### src/rtl/int_arbiter.sv
// Round-robin interrupt arbiter feeding the fetch stage's single interrupt input.
// Issues one ipu_int per grant, waits for int_ack, then blocks new grants until int_ret.
module int_arbiter #(
    parameter int NUM_SRC     = 4,
    parameter int ACK_TIMEOUT = 15
) (
    input  logic               clk,
    input  logic               rst,
    input  logic [NUM_SRC-1:0] irq_req,
    input  logic [NUM_SRC-1:0] irq_en,
    input  logic               hold,
    input  logic               int_ack,
    input  logic               int_ret,
    output logic               ipu_int,
    output logic [2:0]         irq_id,
    output logic [NUM_SRC-1:0] irq_clr,
    output logic               busy,
    output logic               timeout_err
);

    localparam int TMO_W = (ACK_TIMEOUT > 15) ? $clog2(ACK_TIMEOUT + 1) : 4;

    typedef enum logic [1:0] {IDLE, WAIT_ACK, IN_SVC} state_t;

    state_t             state, state_nxt;
    logic [2:0]         rr_ptr, rr_ptr_nxt;
    logic [TMO_W-1:0]   tmo_cnt, tmo_cnt_nxt;
    logic               ipu_int_nxt, busy_nxt, timeout_err_nxt;
    logic [2:0]         irq_id_nxt;
    logic [NUM_SRC-1:0] irq_clr_nxt;

    logic [7:0]         pend8;
    logic [7:0]         clr8;
    logic [3:0]         idx;
    logic [2:0]         winner;
    logic [2:0]         id_inc;
    logic               found;

    assign pend8  = 8'(irq_req & irq_en);
    assign clr8   = 8'b1 << irq_id;
    assign id_inc = (irq_id == 3'(NUM_SRC - 1)) ? 3'd0 : irq_id + 3'd1;

    // Search upward from rr_ptr, wrapping at NUM_SRC rather than at 8.
    always_comb begin
        winner = 3'd0;
        found  = 1'b0;
        idx    = 4'd0;
        for (int i = 0; i < NUM_SRC; i++) begin
            idx = {1'b0, rr_ptr} + 4'(i);
            if (idx >= 4'(NUM_SRC)) idx = idx - 4'(NUM_SRC);
            if (!found && pend8[idx[2:0]]) begin
                found  = 1'b1;
                winner = idx[2:0];
            end
        end
    end

    always_comb begin
        state_nxt       = state;
        rr_ptr_nxt      = rr_ptr;
        tmo_cnt_nxt     = tmo_cnt;
        ipu_int_nxt     = 1'b0;
        irq_id_nxt      = irq_id;
        irq_clr_nxt     = '0;
        busy_nxt        = busy;
        timeout_err_nxt = timeout_err;
        case (state)
            IDLE: begin
                if (found && !hold) begin
                    state_nxt   = WAIT_ACK;
                    ipu_int_nxt = 1'b1;
                    irq_id_nxt  = winner;
                    tmo_cnt_nxt = '0;
                    busy_nxt    = 1'b1;
                end
            end
            WAIT_ACK: begin
                // An ack arriving on the timeout cycle still completes the grant.
                if (int_ack) begin
                    state_nxt   = IN_SVC;
                    irq_clr_nxt = clr8[NUM_SRC-1:0];
                    rr_ptr_nxt  = id_inc;
                end else if (tmo_cnt == TMO_W'(ACK_TIMEOUT)) begin
                    state_nxt       = IDLE;
                    timeout_err_nxt = 1'b1;
                    rr_ptr_nxt      = id_inc;
                    busy_nxt        = 1'b0;
                end else begin
                    tmo_cnt_nxt = tmo_cnt + 1'b1;
                end
            end
            IN_SVC: begin
                if (int_ret) begin
                    state_nxt = IDLE;
                    busy_nxt  = 1'b0;
                end
            end
            default: begin
                state_nxt = IDLE;
                busy_nxt  = 1'b0;
            end
        endcase
    end

    always_ff @(posedge clk or posedge rst) begin
        if (rst) begin
            state       <= IDLE;
            rr_ptr      <= 3'd0;
            tmo_cnt     <= '0;
            ipu_int     <= 1'b0;
            irq_id      <= 3'd0;
            irq_clr     <= '0;
            busy        <= 1'b0;
            timeout_err <= 1'b0;
        end else begin
            state       <= state_nxt;
            rr_ptr      <= rr_ptr_nxt;
            tmo_cnt     <= tmo_cnt_nxt;
            ipu_int     <= ipu_int_nxt;
            irq_id      <= irq_id_nxt;
            irq_clr     <= irq_clr_nxt;
            busy        <= busy_nxt;
            timeout_err <= timeout_err_nxt;
        end
    end

endmodule

### config.mk
export PLATFORM = sky130hd
export DESIGN_NAME = int_arbiter
export DESIGN_NICKNAME = d
export VERILOG_FILES = /design/src/rtl/int_arbiter.sv
export SDC_FILE = /design/constraint.sdc
export NUM_CORES = 1
export LEC_CHECK = 0
export CORE_ASPECT_RATIO = 1.25
export CORE_MARGIN = 4
export CORE_UTILIZATION = 42
export DETAILED_ROUTE_END_ITERATION = 10
export PLACE_DENSITY = 0.78
export SYNTH_ARGS = -nofsm -noshare
export SYNTH_HDL_FRONTEND = slang
export SYNTH_SLANG_ARGS = --single-unit
### constraint.sdc
create_clock -name clk -period 2.39 [get_ports clk]
set_input_delay 0.478 -clock clk [delete_from_list [all_inputs] [get_ports clk]]
set_output_delay 0.478 -clock clk [all_outputs]
set_load 0.005 [all_outputs]
=== Word level (Yosys, flattened, before mapping) ===
Index checks and enable logic that the tools add are counted.
Widths: inputs -> output; s select.

* Order comparisons: 8
* Reduce and logical (&&, ||, !) cells: 17
* Add/sub/neg operators: 9
* Bitwise gates (word level): 2
* Multiplexer cells: 41
* Equality and inequality tests: 10
* Shift operators: 1

{| class="wikitable"
|+ Operators by type and width
! kind !! number
|-
| $mux 3 || 11
|-
| $mux 4 || 5
|-
| $lt 3x4->1 const B || 4
|-
| $mux 1 || 14
|-
| $bmux 1 s3 || 4
|-
| $ge 4x3->1 const B || 3
|-
| $sub 3x3->3 const B || 4
|-
| $ne 2x2->1 const B || 5
|-
| $add 3x2->4 const B || 2
|-
| $mux 2 || 4
|-
| $pmux 4 s2 || 1
|-
| $reduce_and 4->1 || 2
|-
| $pmux 2 s3 || 1
|-
| $reduce_and 3->1 || 2
|-
| $add 3x1->4 const B || 1
|-
| $add 4x1->4 const B || 1
|-
| $and 4x4->4 || 1
|-
| $eq 4x4->1 const B || 1
|-
| $logic_and 1x1->1 || 4
|-
| $logic_not 1->1 || 4
|-
| $reduce_and 2->1 || 2
|-
| $reduce_bool 2->1 || 2
|-
| $shl 1x3->4 const A || 1
|-
| $add 3x1->3 const B || 1
|-
| 8 further kinds || 8
|}

* Bits in registers: 19
* Word-level logic and storage cells: 96
* Output and inout port bits: 10
* Input port bits: 13

=== Depth between registers and ports, before layout ===
* Depth after elaboration: 17
* Depth in mapped cells: 10
* Mapped depth without buffers: 8

=== Least setup slack after synthesis ===
Ideal clock, no wire load.

* Kind: register to register
* Start point: reg rr_ptr[0]
* End point: reg irq_id[2]
* Path buffers: 2
* Arrival time: 2159 ps
* Data required time: 2271 ps
* Clock period less this slack: 2278 ps
* Library setup time: 119 ps
* Cell stages (with the launch flop): 10
* Path slack: 112 ps
* Path through: dfrtp_1 buf_2 inv_1 ha_1 buf_6 mux4_2 nor2_4 nor2_2 a211o_4 and2_1

* Word-level cells in the longest chain between the ends: 16
* Elaborated cells on any way between the ends: 39
* Classes of those cells: add/sub: 7; order compare: 4; mux: 20; reduce/logical: 8

{| class="wikitable"
|+ Ends and longest elaborated chain
! element !! line !! text
|-
| from (decl) || 26 || <nowiki>logic [2:0] rr_ptr, rr_ptr_nxt;</nowiki>
|-
| from (signal assigned) || 117 || <nowiki>rr_ptr <= rr_ptr_nxt;</nowiki>
|-
| parallel branches: the longest is 16 deep, another holds $add 3x1->4 || -- ||
|-
| to (signal assigned) || 120 || <nowiki>irq_id <= irq_id_nxt;</nowiki>
|-
| to (decl) || 15 || <nowiki>output logic [2:0] irq_id,</nowiki>
|}

Several ways; the timed one is not identified. The select of a mux whose other input is x is not followed.
A chain may end at the register's enable or synchronous reset.

=== Worst setup path in the final report ===
* Start point: reg rr_ptr[1]
* End point: reg irq_id[2]

Same word-level chain as after synthesis.

==> key figures <==
Status
  • Outcome: complete, no violations

Route
  • Routed wire length: 2548 um
  • Number of DRC markers in iteration 0: 56
  • Via count: 1043
  • Detailed-router iteration count before antenna repair: 4
  • ANT nets after route: 0
  • Vias/cell: 5.349
  • Drt wl/cell: 13.07 um
  • Residual DRC: 0

Yosys
  • Area contributors post-synth: dfrtp_1 (40%), ha_1 (7.5%), nand3_1 (3.8%)
  • Ys Warns: 0
  • Number of synthesized register bits: 19
  • Top-area cell type share of the netlist area: 40.47%
  • Unique masters post-synth: 40
  • Post-synthesis sequential area ratio: 40.47%
  • Complex-gate fraction of the synthesized area: 19.60%
  • Most frequent cell after synthesis: dfrtp_1
  • Syn_area_per_cell: 9.179 sq um
  • Synth Area in XOR/XNOR: 0%
  • Simple-gate portion of the synthesized area: 21.83%
  • Cell taking the most area after synthesis: dfrtp_1
  • Adder-Cell Fraction of Synth Area: 7.455%
  • Post-synthesis net count: 148
  • Async set-reset flop share out of synthesis: 100.0%
  • Post-synth EDFFs: 0
  • Largest family of logic cells by synthesized area: simple AND/OR/NAND/NOR gates
  • Mapped Area: 0.001175 sq mm
  • Most common library cells after synthesis: dfrtp_1 (19), nand2_1 (12), inv_1 (10)
  • Mux cell area share after synthesis: 5.431%
  • Mapped Cells: 128
  • Most common flop cell mapped by yosys: dfrtp_1

STA
  • TNS Setup: 0 ps
  • Slew @ Worst Pin: 704.9 ps
  • Worst slew margin: 52.95%
  • Min Tclk post-route: 2129 ps
  • RSZ-0062 raised after global routing: no
  • Count of pins over their slew limit: 0
  • Final Hold Viols: 0
  • Worst Skew: 2.854 ps
  • Final setup vio count: 0
  • Period utilisation layout: 89.09%
  • Max Clk Rate: 0.4696 GHz

GRT
  • GRT Total Usage: 15.08%
  • Initial antenna violation count: 0
  • Vias in the first global route: 1063
  • Pin count of the biggest net entering global routing: 20
  • First-pass GRT wire length: 4540 um
  • Congestion Overflow GR: 0

Finish
  • Fin nets: 182
  • Layout cells sized above 1: 13.04%
  • Finished Cell Area: 0.001515 sq mm
  • Area grow syn2layout: 28.97%
  • Non-filler cells, final: 195
  • Diode count: 0

Placement
  • DP Wirelength: 2068 um
  • Dpl cells: 191
  • GPL Wtd Cong: 0.8208
  • Post-DP Area: 0.001489 sq mm
  • Port-buffer cells: 22

Pwr
  • PwrDens: 983.3 mW/mm^2
  • Flop pwr share: 32.2%
  • Worst VDD drop: 0.4546 mV
  • P_sw: 591.0 uW
  • P_int: 898.9 uW
  • Sw frac: 39.66%
  • Final Power: 1490 uW
  • Leakage power: 0.0007094 uW
  • Clock network power share: 10.6%
  • Comb power frac: 57.2%

Worst setup path
  • Setup CP Type: flip-flop to flip-flop
  • Crit end category: flip-flop
  • Worst Path Max Fanout: 5
  • CP Launch Type: flip-flop
  • Critical Path RT: 2580 ps
  • Critical path arrival: 2320 ps
  • R2R depth: 7

Floorplan
  • Core ar.: 0.002680 sq mm
  • Die area: 0.003713 sq mm
  • Die Wd: 55.31 um
  • IO Count: 23
  • Chip height: 67.14 um
  • Initial Utilization: 43.84%
  • # rows: 21

Clock tree
  • Root buffer cell: clkbuf_4
  • CTS Buf Count: 3
  • Max clock buf depth: 2
  • CTS tree: done
  • Clk Latency, worst-skew pair: 290 ps
  • Resized cells post-CTS: 0
  • H-Tree Depth: 1
  • Post-CTS Setup Inserts: 0
  • Hold Buf Count CTS: 0
  • Reg clk slew, reported paths: 100 ps
  • Clk sinks: 19

Flow run
  • Max-capacitance violation count: 0

Worst hold path
  • Worst hold path class: flip-flop to flip-flop
  • Worst Hold Path Cells: 1
==> kinds of logic after synthesis <==
family | count (synthesis)
buffers and inverters | 13
DFF | 19
AOI/OAI and AO/OA | 34
muxes | 5
adders and majority gates | 7
and+or+nand+nor | 50
==> per-stage QoR <==
step	hold WS [ps]	worst slack (ps)	utilization (%)
after floorplan	429.1	112.4	-
after global placement	440.6	25.98	55.56
after detailed placement	453.2	1.458	55.56
after CTS	477.6	263.7	56.54
after global routing	503.8	121.5	56.54
final	472.7	260.7	56.54
==> final cells by class <==
type	instances	area, sq um
fill	260	1165
multi-input combinational	96	638.1
sequential	19	475.5
timing repair buffer	32	295.3
tap	34	42.54
inverter	10	37.54
clock buffer	4	26.28
==> final timing paths <==
path | from | to | slack (ps)
worst max-delay path | rr_ptr[1] | irq_id[2] | 260
worst min-delay path | timeout_err | timeout_err | 470
worst max register to register | rr_ptr[1] | irq_id[2] | 260
worst min register to register | timeout_err | timeout_err | 470
max in group asynchronous | rst | tmo_cnt[2] | 1360
min in group asynchronous | rst | irq_id[2] | 590
==> critical path: stages, from the launching register on <==
cell and delay (ps):
dfrtp_1 370, inv_1 100, ha_1 330, mux4_2 550, nor2_4 110, nor2_2 50, a211o_4 360, and2_1 160
==> power groups by stage <==
stage	clock [uW]	combinational, uW	sequential [uW]
after floorplan	0	579	474
after global placement	0	825	479
after detailed placement	0	854	485
after CTS	161	857	479
after global routing	179	955	493
final	159	852	479
==> per-layer routing <==
| layer | up-vias | routed length, um | part of all wire (%) | global-route usage, % |
|---|---|---|---|---|
| met4 | 0 | 61 | 2.4 | 7.295 |
| met5 | - | 0 | 0 | 0 |
| met2 | 24 | 1359 | 53 | 30.47 |
| met1 | 495 | 1053 | 41 | 15.81 |
| met3 | 6 | 74 | 2.9 | 0.9560 |
| li1 | 518 | - | - | - |
==> flip-flops by register name, indices dropped and copies added, names as in the netlist <==
name / count
irq_clr: 4
tmo_cnt: 4
irq_id: 3
rr_ptr: 3
state: 2
busy: 1
ipu_int: 1
timeout_err: 1
==> cell usage in the layout (no fill, tap or decap), types with 2 or more instances in the layout <==
cell / instances
a22o_1: 2
clkbuf_4: 3
a311oi_1: 2
nand3_1: 9
nor2_1: 9
a31oi_1: 2
or2_2: 2
o31ai_1: 2
o21ai_0: 9
nand2b_1: 2
nand2_1: 12
or3_1: 2
mux2i_1: 3
and2_1: 5
ha_1: 7
a21oi_1: 7
clkdlybuf4s50_1: 22
inv_1: 10
dfrtp_1: 19
buf_4: 10
nor3_1: 2
No activity file was read; power rests on OpenSTA's default activity.
